**src/rtl/ctrl_pkg.sv**
```systemverilog
// ctrl_pkg: shared encodings for the multicycle RV32I control unit
package ctrl_pkg;

    typedef enum logic [3:0] {
        S_FETCH     = 4'd0,
        S_DECODE    = 4'd1,
        S_MEMADR    = 4'd2,
        S_MEMREAD   = 4'd3,
        S_MEMWB     = 4'd4,
        S_MEMWRITE  = 4'd5,
        S_EXECR     = 4'd6,
        S_EXECI     = 4'd7,
        S_ALUWB     = 4'd8,
        S_BRANCH    = 4'd9,
        S_JAL       = 4'd10,
        S_JALR_ADR  = 4'd11,
        S_JALR_PC   = 4'd12,
        S_UPPER     = 4'd13,
        S_TRAP      = 4'd14
    } state_e;

    typedef enum logic [3:0] {
        ALU_ADD  = 4'd0,
        ALU_SUB  = 4'd1,
        ALU_AND  = 4'd2,
        ALU_OR   = 4'd3,
        ALU_XOR  = 4'd4,
        ALU_SLL  = 4'd5,
        ALU_SRL  = 4'd6,
        ALU_SRA  = 4'd7,
        ALU_SLT  = 4'd8,
        ALU_SLTU = 4'd9
    } alu_op_e;

    // How the current state wants the ALU driven: fixed add, fixed subtract, or decoded from funct fields
    typedef enum logic [1:0] {
        AC_ADD   = 2'd0,
        AC_SUB   = 2'd1,
        AC_FUNCT = 2'd2
    } alu_class_e;

    localparam logic [6:0] OP_LOAD   = 7'b0000011;
    localparam logic [6:0] OP_STORE  = 7'b0100011;
    localparam logic [6:0] OP_R      = 7'b0110011;
    localparam logic [6:0] OP_I      = 7'b0010011;
    localparam logic [6:0] OP_BRANCH = 7'b1100011;
    localparam logic [6:0] OP_JAL    = 7'b1101111;
    localparam logic [6:0] OP_JALR   = 7'b1100111;
    localparam logic [6:0] OP_LUI    = 7'b0110111;
    localparam logic [6:0] OP_AUIPC  = 7'b0010111;

    localparam logic [1:0] SRCA_PC    = 2'b00;
    localparam logic [1:0] SRCA_OLDPC = 2'b01;
    localparam logic [1:0] SRCA_RS1   = 2'b10;
    localparam logic [1:0] SRCA_ZERO  = 2'b11;

    localparam logic [1:0] SRCB_RS2  = 2'b00;
    localparam logic [1:0] SRCB_IMM  = 2'b01;
    localparam logic [1:0] SRCB_FOUR = 2'b10;

    localparam logic [1:0] RES_ALUOUT = 2'b00;
    localparam logic [1:0] RES_MEM    = 2'b01;
    localparam logic [1:0] RES_ALU    = 2'b10;

    localparam logic [2:0] IMM_I = 3'b000;
    localparam logic [2:0] IMM_S = 3'b001;
    localparam logic [2:0] IMM_B = 3'b010;
    localparam logic [2:0] IMM_U = 3'b011;
    localparam logic [2:0] IMM_J = 3'b100;

    localparam int FLAG_Z = 0;
    localparam int FLAG_N = 1;
    localparam int FLAG_C = 2;
    localparam int FLAG_V = 3;

    // Immediate format depends only on the opcode; unknown opcodes fall back to I
    function automatic logic [2:0] imm_sel(input logic [6:0] op);
        case (op)
            OP_STORE:         return IMM_S;
            OP_BRANCH:        return IMM_B;
            OP_LUI, OP_AUIPC: return IMM_U;
            OP_JAL:           return IMM_J;
            default:          return IMM_I;
        endcase
    endfunction

    // Dispatch out of DECODE; anything not recognised traps
    function automatic state_e decode_next(input logic [6:0] op);
        case (op)
            OP_LOAD, OP_STORE: return S_MEMADR;
            OP_R:              return S_EXECR;
            OP_I:              return S_EXECI;
            OP_BRANCH:         return S_BRANCH;
            OP_JAL:            return S_JAL;
            OP_JALR:           return S_JALR_ADR;
            OP_LUI, OP_AUIPC:  return S_UPPER;
            default:           return S_TRAP;
        endcase
    endfunction

endpackage

```
**src/rtl/multicycle_control_unit_if.sv**
```systemverilog
// multicycle_control_unit_if: instruction/flag inputs and datapath control outputs of the control unit
interface multicycle_control_unit_if #(
    parameter int ALUCTRL_W = 4
);
    logic [6:0]           opcode;
    logic [2:0]           funct3;
    logic                 funct7b5;
    logic [3:0]           flags;
    logic                 mem_ready;
    logic                 pc_write;
    logic                 adr_src;
    logic                 mem_read;
    logic                 mem_write;
    logic                 ir_write;
    logic                 reg_write;
    logic [1:0]           alu_src_a;
    logic [1:0]           alu_src_b;
    logic [1:0]           result_src;
    logic [2:0]           imm_src;
    logic [ALUCTRL_W-1:0] alu_control;
    logic                 illegal_instr;
    logic [3:0]           state_o;

    modport master (
        input  opcode, funct3, funct7b5, flags, mem_ready,
        output pc_write, adr_src, mem_read, mem_write, ir_write, reg_write,
        output alu_src_a, alu_src_b, result_src, imm_src, alu_control,
        output illegal_instr, state_o
    );

    modport slave (
        output opcode, funct3, funct7b5, flags, mem_ready,
        input  pc_write, adr_src, mem_read, mem_write, ir_write, reg_write,
        input  alu_src_a, alu_src_b, result_src, imm_src, alu_control,
        input  illegal_instr, state_o
    );
endinterface

```
**src/rtl/alu_decoder.sv**
```systemverilog
// alu_decoder: maps state class and funct fields to the ALU operation code
module alu_decoder
    import ctrl_pkg::*;
#(
    parameter int ALUCTRL_W = 4
) (
    input  alu_class_e           alu_class,
    input  logic [2:0]           funct3,
    input  logic                 funct7b5,
    input  logic [6:0]           opcode,
    output logic [ALUCTRL_W-1:0] alu_control
);
    alu_op_e op;

    // SUB only for R-type with funct7b5; in I-type that bit belongs to the immediate
    always_comb begin
        op = ALU_ADD;
        if (alu_class == AC_SUB) begin
            op = ALU_SUB;
        end else if (alu_class == AC_FUNCT) begin
            case (funct3)
                3'b000:  op = (opcode == OP_R && funct7b5) ? ALU_SUB : ALU_ADD;
                3'b001:  op = ALU_SLL;
                3'b010:  op = ALU_SLT;
                3'b011:  op = ALU_SLTU;
                3'b100:  op = ALU_XOR;
                3'b101:  op = funct7b5 ? ALU_SRA : ALU_SRL;
                3'b110:  op = ALU_OR;
                default: op = ALU_AND;
            endcase
        end
    end

    assign alu_control = ALUCTRL_W'(op);
endmodule

```
**src/rtl/multicycle_control_unit.sv**
```systemverilog
// multicycle_control_unit: RV32I multicycle control FSM driving a shared-memory datapath
module multicycle_control_unit
    import ctrl_pkg::*;
#(
    parameter int ALUCTRL_W     = 4,
    parameter bit MEM_HANDSHAKE = 1'b1
) (
    input logic clk,
    input logic reset,
    multicycle_control_unit_if.master bus
);
    state_e     state_q, state_d;
    alu_class_e alu_class;
    logic       ready, taken, branch_ok;
    logic       pc_write_raw, ir_write_raw, reg_write_raw, mem_write_raw;

    assign ready     = MEM_HANDSHAKE ? bus.mem_ready : 1'b1;
    assign branch_ok = bus.funct3[2:1] != 2'b01;

    // State register; reset returns to FETCH immediately, abandoning any instruction in flight
    always_ff @(posedge clk or negedge reset) begin
        if (!reset) state_q <= S_FETCH;
        else        state_q <= state_d;
    end

    // Branch condition from ALU flags of rs1 - rs2 computed this cycle
    always_comb begin
        taken = 1'b0;
        case (bus.funct3)
            3'b000:  taken = bus.flags[FLAG_Z];
            3'b001:  taken = !bus.flags[FLAG_Z];
            3'b100:  taken = bus.flags[FLAG_N] ^ bus.flags[FLAG_V];
            3'b101:  taken = !(bus.flags[FLAG_N] ^ bus.flags[FLAG_V]);
            3'b110:  taken = !bus.flags[FLAG_C];
            3'b111:  taken = bus.flags[FLAG_C];
            default: taken = 1'b0;
        endcase
    end

    // Next state and Moore outputs per state; write strobes are gated by reset below
    always_comb begin
        state_d           = state_q;
        pc_write_raw      = 1'b0;
        ir_write_raw      = 1'b0;
        reg_write_raw     = 1'b0;
        mem_write_raw     = 1'b0;
        bus.adr_src       = 1'b0;
        bus.mem_read      = 1'b0;
        bus.alu_src_a     = SRCA_PC;
        bus.alu_src_b     = SRCB_RS2;
        bus.result_src    = RES_ALUOUT;
        bus.illegal_instr = 1'b0;
        alu_class         = AC_ADD;
        case (state_q)
            S_FETCH: begin
                bus.mem_read   = 1'b1;
                bus.alu_src_b  = SRCB_FOUR;
                bus.result_src = RES_ALU;
                pc_write_raw   = ready;
                ir_write_raw   = ready;
                state_d        = ready ? S_DECODE : S_FETCH;
            end
            S_DECODE: begin
                bus.alu_src_a = SRCA_OLDPC;
                bus.alu_src_b = SRCB_IMM;
                state_d       = decode_next(bus.opcode);
            end
            S_MEMADR: begin
                bus.alu_src_a = SRCA_RS1;
                bus.alu_src_b = SRCB_IMM;
                state_d       = (bus.opcode == OP_LOAD) ? S_MEMREAD : S_MEMWRITE;
            end
            S_MEMREAD: begin
                bus.adr_src  = 1'b1;
                bus.mem_read = 1'b1;
                state_d      = ready ? S_MEMWB : S_MEMREAD;
            end
            S_MEMWB: begin
                bus.result_src = RES_MEM;
                reg_write_raw  = 1'b1;
                state_d        = S_FETCH;
            end
            S_MEMWRITE: begin
                bus.adr_src   = 1'b1;
                mem_write_raw = 1'b1;
                state_d       = ready ? S_FETCH : S_MEMWRITE;
            end
            S_EXECR: begin
                bus.alu_src_a = SRCA_RS1;
                alu_class     = AC_FUNCT;
                state_d       = S_ALUWB;
            end
            S_EXECI: begin
                bus.alu_src_a = SRCA_RS1;
                bus.alu_src_b = SRCB_IMM;
                alu_class     = AC_FUNCT;
                state_d       = S_ALUWB;
            end
            S_ALUWB: begin
                reg_write_raw = 1'b1;
                state_d       = S_FETCH;
            end
            S_BRANCH: begin
                bus.alu_src_a = SRCA_RS1;
                alu_class     = AC_SUB;
                pc_write_raw  = branch_ok && taken;
                state_d       = branch_ok ? S_FETCH : S_TRAP;
            end
            S_JAL, S_JALR_PC: begin
                bus.alu_src_a = SRCA_OLDPC;
                bus.alu_src_b = SRCB_FOUR;
                pc_write_raw  = 1'b1;
                state_d       = S_ALUWB;
            end
            S_JALR_ADR: begin
                bus.alu_src_a = SRCA_RS1;
                bus.alu_src_b = SRCB_IMM;
                state_d       = S_JALR_PC;
            end
            S_UPPER: begin
                bus.alu_src_a = (bus.opcode == OP_LUI) ? SRCA_ZERO : SRCA_OLDPC;
                bus.alu_src_b = SRCB_IMM;
                state_d       = S_ALUWB;
            end
            S_TRAP: begin
                bus.illegal_instr = 1'b1;
            end
            default: state_d = S_FETCH;
        endcase
    end

    assign bus.pc_write  = reset & pc_write_raw;
    assign bus.ir_write  = reset & ir_write_raw;
    assign bus.reg_write = reset & reg_write_raw;
    assign bus.mem_write = reset & mem_write_raw;
    assign bus.imm_src   = imm_sel(bus.opcode);
    assign bus.state_o   = state_q;

    alu_decoder #(.ALUCTRL_W(ALUCTRL_W)) u_alu_decoder (
        .alu_class   (alu_class),
        .funct3      (bus.funct3),
        .funct7b5    (bus.funct7b5),
        .opcode      (bus.opcode),
        .alu_control (bus.alu_control)
    );
endmodule

```
**src/flat_wrapper.sv**
```systemverilog
// flat-port wrapper written by rule: the top's interface ports become plain ports
module multicycle_control_unit_flat import ctrl_pkg::*;
#(
    parameter int ALUCTRL_W     = 4,
    parameter bit MEM_HANDSHAKE = 1'b1
)
  (clk, reset, bus_opcode, bus_funct3, bus_funct7b5, bus_flags, bus_mem_ready, bus_pc_write, bus_adr_src, bus_mem_read, bus_mem_write, bus_ir_write, bus_reg_write, bus_alu_src_a, bus_alu_src_b, bus_result_src, bus_imm_src, bus_alu_control, bus_illegal_instr, bus_state_o);
  multicycle_control_unit_if #(.ALUCTRL_W(ALUCTRL_W)) bus_i ();
  input logic clk;
  input logic reset;
  input wire logic [$bits(bus_i.opcode)-1:0] bus_opcode;
  input wire logic [$bits(bus_i.funct3)-1:0] bus_funct3;
  input wire logic [$bits(bus_i.funct7b5)-1:0] bus_funct7b5;
  input wire logic [$bits(bus_i.flags)-1:0] bus_flags;
  input wire logic [$bits(bus_i.mem_ready)-1:0] bus_mem_ready;
  output wire logic [$bits(bus_i.pc_write)-1:0] bus_pc_write;
  output wire logic [$bits(bus_i.adr_src)-1:0] bus_adr_src;
  output wire logic [$bits(bus_i.mem_read)-1:0] bus_mem_read;
  output wire logic [$bits(bus_i.mem_write)-1:0] bus_mem_write;
  output wire logic [$bits(bus_i.ir_write)-1:0] bus_ir_write;
  output wire logic [$bits(bus_i.reg_write)-1:0] bus_reg_write;
  output wire logic [$bits(bus_i.alu_src_a)-1:0] bus_alu_src_a;
  output wire logic [$bits(bus_i.alu_src_b)-1:0] bus_alu_src_b;
  output wire logic [$bits(bus_i.result_src)-1:0] bus_result_src;
  output wire logic [$bits(bus_i.imm_src)-1:0] bus_imm_src;
  output wire logic [$bits(bus_i.alu_control)-1:0] bus_alu_control;
  output wire logic [$bits(bus_i.illegal_instr)-1:0] bus_illegal_instr;
  output wire logic [$bits(bus_i.state_o)-1:0] bus_state_o;
  assign bus_i.opcode = bus_opcode;
  assign bus_i.funct3 = bus_funct3;
  assign bus_i.funct7b5 = bus_funct7b5;
  assign bus_i.flags = bus_flags;
  assign bus_i.mem_ready = bus_mem_ready;
  assign bus_pc_write = bus_i.pc_write;
  assign bus_adr_src = bus_i.adr_src;
  assign bus_mem_read = bus_i.mem_read;
  assign bus_mem_write = bus_i.mem_write;
  assign bus_ir_write = bus_i.ir_write;
  assign bus_reg_write = bus_i.reg_write;
  assign bus_alu_src_a = bus_i.alu_src_a;
  assign bus_alu_src_b = bus_i.alu_src_b;
  assign bus_result_src = bus_i.result_src;
  assign bus_imm_src = bus_i.imm_src;
  assign bus_alu_control = bus_i.alu_control;
  assign bus_illegal_instr = bus_i.illegal_instr;
  assign bus_state_o = bus_i.state_o;
  multicycle_control_unit #(.ALUCTRL_W(ALUCTRL_W), .MEM_HANDSHAKE(MEM_HANDSHAKE)) u_core (.clk(clk), .reset(reset), .bus(bus_i));
endmodule
```
**config.mk**
```make
export PLATFORM = sky130hd
export DESIGN_NAME = multicycle_control_unit_flat
export DESIGN_NICKNAME = d
export VERILOG_FILES = /design/src/rtl/ctrl_pkg.sv /design/src/rtl/multicycle_control_unit_if.sv /design/src/rtl/alu_decoder.sv /design/src/rtl/multicycle_control_unit.sv /design/src/flat_wrapper.sv
export SDC_FILE = /design/constraint.sdc
export NUM_CORES = 1
export LEC_CHECK = 0
export BUFFER_PORTS_ARGS = -buffer_cell sky130_fd_sc_hd__buf_4
export CORE_ASPECT_RATIO = 1.5
export CORE_MARGIN = 2
export CORE_UTILIZATION = 30
export DETAILED_ROUTE_END_ITERATION = 7
export PLACE_DENSITY = 0.65
export SYNTH_ARGS = -nofsm -noshare
export SYNTH_HDL_FRONTEND = slang
export SYNTH_SLANG_ARGS = --single-unit
export TNS_END_PERCENT = 50
```
**constraint.sdc**
```tcl
create_clock -name clk -period 3.3 [get_ports clk]
set_input_delay 0.66 -clock clk [delete_from_list [all_inputs] [get_ports clk]]
set_output_delay 0.66 -clock clk [all_outputs]
set_load 0.02 [all_outputs]
```
==> summary.txt, run 1 <==
CP max-delay cell - dfrtp_1
# diodes - 0
DRC - 0
FF-to-FF setup slack - 1.53 ns
fin crit period - 2.44 ns
Setup Skew - 0.00352 ns
cell leakage power - 0.526 nW
row cnt - 23
vias in the first global route - 872
Rel. slew slack - 61.0%
cts hold-fix bufs - 0
dominant cells by area after synthesis - dfrtp_1 12%, nand2_1 6.8%, xnor2_1 5.3%
Post-Syn Nets - 138
WP data required - 2.64 ns
ratio of cells with drive above 1 in the final layout - 34.8%
CP Capture Type - output pin
max FFs per register - 4
Setup Buffers After CTS - 0
EDFF count, synth - 0
Setup TNS - 0 ns
RSZ-0062 raised after global routing - no
mapped cell area - 823 um^2
crit path DAT - 1.78 ns
post-route ant nets - 0
largest area contributor in the netlist - dfrtp_1
Die ar. - 3190 um^2
top cells by count, synth - 15 x nand2_1, 9 x nor2_1, 7 x a21oi_1, 7 x o21ai_0, 6 x inv_1
area share of the largest cell type after synthesis - 12.2%
I/O Pins - 42
slack of the critical path - 0.855 ns
first-pass GRT wire length - 3.68 mm
DRT Pass-1 Iters - 4
met1 usage - 17.0%
CTS clock-pin slew for the worst setup and hold paths - 0.03 ns
port bufs - 41
Clock Path Buffers - 2
drt total wl - 2.41 mm
post-synthesis register bit count - 4
number of setup violations in the final report - 0
post_cts resized - 0
Sink Count - 4
async set-reset flop share out of synthesis - 100%
CTS tree - done
synth-to-layout area growth - 40.1%
largest net degree at the start of global routing - 20
HPWL after DPL - 1.89 mm
CP peak stage delay - 0.67 ns
Syn Area/Cell - 6.86 um^2
worst hold-check path type - in -> async
max cap viols - 0
Pwr Density - 711 nW/um^2
Die Span X - 46.8 um
via/cell ratio - 5.23
register area share after synthesis - 12.2%
grt peak-use layer - met2
top_reg_cell synth - dfrtp_1
critical path launch point type - flop
Setup CP Type - reg -> out
Max FO, Critical Path - 15
worst slew pin tran - 0.586 ns
CP Cell Sequence - nor2b_1 > nand2_1 > a31oi_1 > a22o_1 > buf_4
status - finished, final reports clean
DR vias - 1,005
CTS buffer count - 3
met2 layer usage reported by global route - 28.8%
final RePlAce weighted congestion - 0.882
initial core utilization - 31.1%
CP Buf/Inv Count - 1
Slew Limit Fails - 0
crit-path leading delay family - flip-flops
Routed wire per std cell - 12.5 um
met3 Use GR - 1.06%
die height - 68.2 um
CTS H-Tree Depth - 1
Cells after Synth - 120
Total GRT Usage - 14.9%
Peak Freq - 0.409 GHz
post-place setup slack - 0.864 ns
YS warnings - 0
CTS Root Cell - clkbuf_8
most instantiated library cell after synthesis - nand2_1
Initial DRC Count - 2
GR Overflow Total - 0
Hold Fails Final Rpt - 0
fin crit share - 74.1%
initial antenna violation count - 0
worst-skew pair later-pin latency - 0.22 ns
Core Region - 2650 um^2
Final #Nets - 175
VDD IR max - 0.000264 V
Netlist cell types - 44
[metrics by stage]
stage	cells	instance area [um^2]	power, W	util (%)	hold slack [ns]
2_1_floorplan	120	823	0.000522	-	0.364
3_3_place_gp	189	1110	0.000712	42.0	0.475
3_5_place_dp	189	1110	0.000716	42.0	0.476
4_1_cts	192	1150	0.000823	43.6	0.250
5_1_grt	192	1150	0.000876	43.6	0.251
6_report	192	1150	0.000820	43.6	0.249
[cells in the final DEF, fill, tap and decap left out, drive strengths merged]
master   count
nor3b        1
nor2        10
o2bb2ai      1
and2         3
buf         42
a211oi       2
a22o         1
a22oi        1
o22a         1
nand3        2
nand2b       3
o32a         1
nor2b        4
nand3b       2
o31ai        1
xnor2        5
a21oi        7
nor4         2
o211ai       2
a31oi        3
clkbuf       3
o2111ai      1
o21ai        7
and3         4
o22ai        1
a2111oi      1
o41ai        1
o311ai       1
nand2       15
or2          1
xor2         2
a311oi       1
or3          1
inv          6
and2b        3
or4          1
dfrtp        4
nor3         4
or3b         1
nand4        3
[where the power goes]
part,internal [W],switching [W]
logic,0.000257,0.000304
clock network,0.0000777,0.0000246
registers,0.0000673,0.0000896
total,0.000402,0.000418
[metal layers]
metal / up-vias / wire length (um)
li1: 503 / -
met1: 477 / 967
met2: 23 / 1330
met3: 2 / 93
met4: 0 / 14
met5: - / 0
[worst paths after layout]
kind,cells after the start,from,to
max,5,u_core.bus.state_o[2],bus_alu_control[0]
min,1,reset,u_core.bus.state_o[1]
max in group asynchronous,1,reset,u_core.bus.state_o[3]
min in group clk,1,u_core.bus.state_o[3],u_core.bus.state_o[0]
max reg2reg,4,u_core.bus.state_o[1],u_core.bus.state_o[1]
min reg2reg,1,u_core.bus.state_o[3],u_core.bus.state_o[0]
[cell families (layout without fill, tap and decap cells)]
kind of cell	count (synthesis)	count (layout)	synth area share (%)
xor gates and xnor gates	7	7	7.45
DFF	4	4	12.2
AOI/OAI and AO/OA	33	33	26.7
and+or+nand+nor	60	60	42.1
buffers and inverters	16	51	11.6
[cell type report]
class | instances | area (um^2)
sequential | 4 | 100
fill | 305 | 1490
tap | 37 | 46.3
clock buffer | 3 | 41.3
multi-input combinational | 100 | 628
inverter | 6 | 22.5
timing repair buffer | 42 | 315
(Power assumes the default switching activity.)
==> inputs of run 2 (changes only) <==
- clock period: 3.3 -> 2.25 ns (I/O delays scaled with it)
==> run 2 against run 1 <==
Cell count grew 2.1%. Global-route usage is 1.8 points higher. Sequential cell count stayed put. Sequential share of layout area decreased by 0.26 points. Clock skew decreased by 0.0034 ns. Largest cell class unchanged. Largest power group unchanged.
==> summary.txt, run 2 (synthesized netlist as in run 1, its figures left out) <==
via/cell ratio - 5.17 (was 5.23)
Die ar. - 3190 um^2 (unchanged)
Final #Nets - 179 (was 175)
CP Cell Sequence - nor2b_1 > nand2_1 > a31oi_1 > a22o_1 > buf_4 (unchanged)
largest net degree at the start of global routing - 12 (was 20)
CTS tree - done (unchanged)
Non-Filler Instances - 196 (was 192)
RSZ-0062 raised after global routing - no (unchanged)
GR Overflow Total - 0 (unchanged)
CTS H-Tree Depth - 1 (unchanged)
Slew Limit Fails - 0 (unchanged)
CP peak stage delay - 0.58 ns (was 0.67 ns)
post-place setup slack - 0.218 ns (was 0.864 ns)
Max FO, Critical Path - 11 (was 15)
crit path DAT - 1.63 ns (was 1.78 ns)
worst hold-check path type - in -> async (unchanged)
Core Region - 2650 um^2 (unchanged)
DR vias - 1,014 (was 1,005)
Die Span X - 46.8 um (unchanged)
Core Util, Final - 44.9% (was 43.6%)
die height - 68.2 um (unchanged)
slack of the critical path - 0.174 ns (was 0.855 ns)
Rel. slew slack - 71.8% (was 61.0%)
highest routed metal layer - met4 (unchanged)
WP data required - 1.80 ns (was 2.64 ns)
number of setup violations in the final report - 0 (unchanged)
Clock Path Buffers - 2 (unchanged)
first-pass GRT wire length - 4.00 mm (was 3.68 mm)
drt total wl - 2.48 mm (was 2.41 mm)
worst slew pin tran - 0.412 ns (was 0.586 ns)
critical path launch point type - flop (unchanged)
fin crit share - 92.3%
status - finished, final reports clean (unchanged)
commonest non-fill, non-tap cell in the layout - buf_4 (unchanged)
initial antenna violation count - 0 (unchanged)
I/O Pins - 42 (unchanged)
post_cts resized - 0 (unchanged)
placed cell area - 1150 um^2 (was 1110 um^2)
DRC - 0 (unchanged)
routed wl met3 - 69 um (was 93 um)
max FFs per register - 4 (unchanged)
Total GRT Usage - 16.7% (was 14.9%)
Sink Count - 4 (unchanged)
Design Area, Final - 1190 um^2 (was 1150 um^2)
CTS buffer count - 3 (unchanged)
port bufs - 41 (unchanged)
cts hold-fix bufs - 0 (unchanged)
placed cells - 193 (was 189)
HPWL after DPL - 2.01 mm (was 1.89 mm)
VDD IR max - 0.000342 V (was 0.000264 V)
commonest cells after routing, fill and taps aside - 46 x buf_4, 15 x nand2_1, 9 x nor2_1 (was 42 x buf_4, 15 x nand2_1, 9 x nor2_1)
final RePlAce weighted congestion - 0.838 (was 0.882)
worst-skew pair later-pin latency - 0.22 ns (about the same)
initial core utilization - 31.1% (unchanged)
CTS Root Cell - clkbuf_8 (unchanged)
CTS clock-pin slew for the worst setup and hold paths - 0.03 ns (about the same)
synth-to-layout area growth - 44.5% (was 40.1%)
# diodes - 0 (unchanged)
Initial DRC Count - 31 (was 2)
Setup Skew - 0.0000733 ns (was 0.00352 ns)
CP max-delay cell - dfrtp_1 (unchanged)
Peak Freq - 0.482 GHz
ratio of cells with drive above 1 in the final layout - 37.1% (was 34.8%)
cell leakage power - 0.548 nW (was 0.526 nW)
vias in the first global route - 942 (was 872)
post-route ant nets - 0 (unchanged)
Pwr Density - 1060 nW/um^2 (was 711 nW/um^2)
worst r2r path cells - 4 (unchanged)
Routed wire per std cell - 12.7 um (was 12.5 um)
Setup CP Type - reg -> out (unchanged)
DRT Pass-1 Iters - 4 (unchanged)
CP Capture Type - output pin (unchanged)
fin crit period - 2.08 ns
max cap viols - 0 (unchanged)
Hold Fails Final Rpt - 0 (unchanged)
filler cell count - 295 (was 305)
Met1 Routed Length - 985 um (was 967 um)
Setup TNS - 0 ns (unchanged)
routed wire length on met2 - 1.42 mm (was 1.33 mm)
Setup Buffers After CTS - 0 (unchanged)
row cnt - 23 (unchanged)
## run 2: cell types whose count changed in the layout (fill, tap and decap cells not counted), sizes merged
cell	change
buf	+4
## run 2: final cells by class
cell class | count | area (um^2) | area share (%)
multi-input cells | 100 | 634 | 53.3
flip-flops and latches | 4 | 100 | 8.41
well taps | 37 | 46.3 | 3.89
clock buffers | 3 | 41.3 | 3.47
inverters | 6 | 22.5 | 1.89
repair buffers | 46 | 345 | 29.0
## run 2: worst max-delay path: cells and delay by family, from the launching register on
family	cells	cell delay (ns)
compound gates	2	0.30
buf+inv	1	0.14
flops	1	0.58
simple gates	2	0.39
## run 2: power breakdown
part | internal [W] | switching (W) | total, W
Combinational | 0.000414 | 0.000515 | 0.000929
Sequential | 0.0000999 | 0.0000770 | 0.000177
Clock | 0.000114 | 0.0000378 | 0.000152
## run 2: worst paths after layout
path	start	endpoint	slack, ns
min in group clk	bus_opcode[4]	u_core.bus.state_o[2]	0.61
worst max register to register	u_core.bus.state_o[1]	u_core.bus.state_o[1]	0.68
worst min register to register	u_core.bus.state_o[0]	u_core.bus.state_o[3]	0.76
worst min-delay path	reset	u_core.bus.state_o[1]	0.04
max in group asynchronous	reset	u_core.bus.state_o[3]	2.09
worst max-delay path	u_core.bus.state_o[2]	bus_alu_control[0]	0.17
## run 2: metal layers
layer	GRT usage, %	up-vias
met2	29.8	20
met4	7.29	0
met1	18.4	479
met3	3.17	2
met5	0	-
li1	-	513
## run 2: through the flow
step,total power (W),hold WS (ns)
final,0.00126,0.0394
after CTS,0.00127,0.0369
after detailed placement,0.00111,0.266
after floorplan,0.000775,0.154
after global routing,0.00135,0.0410
after global placement,0.00109,0.265
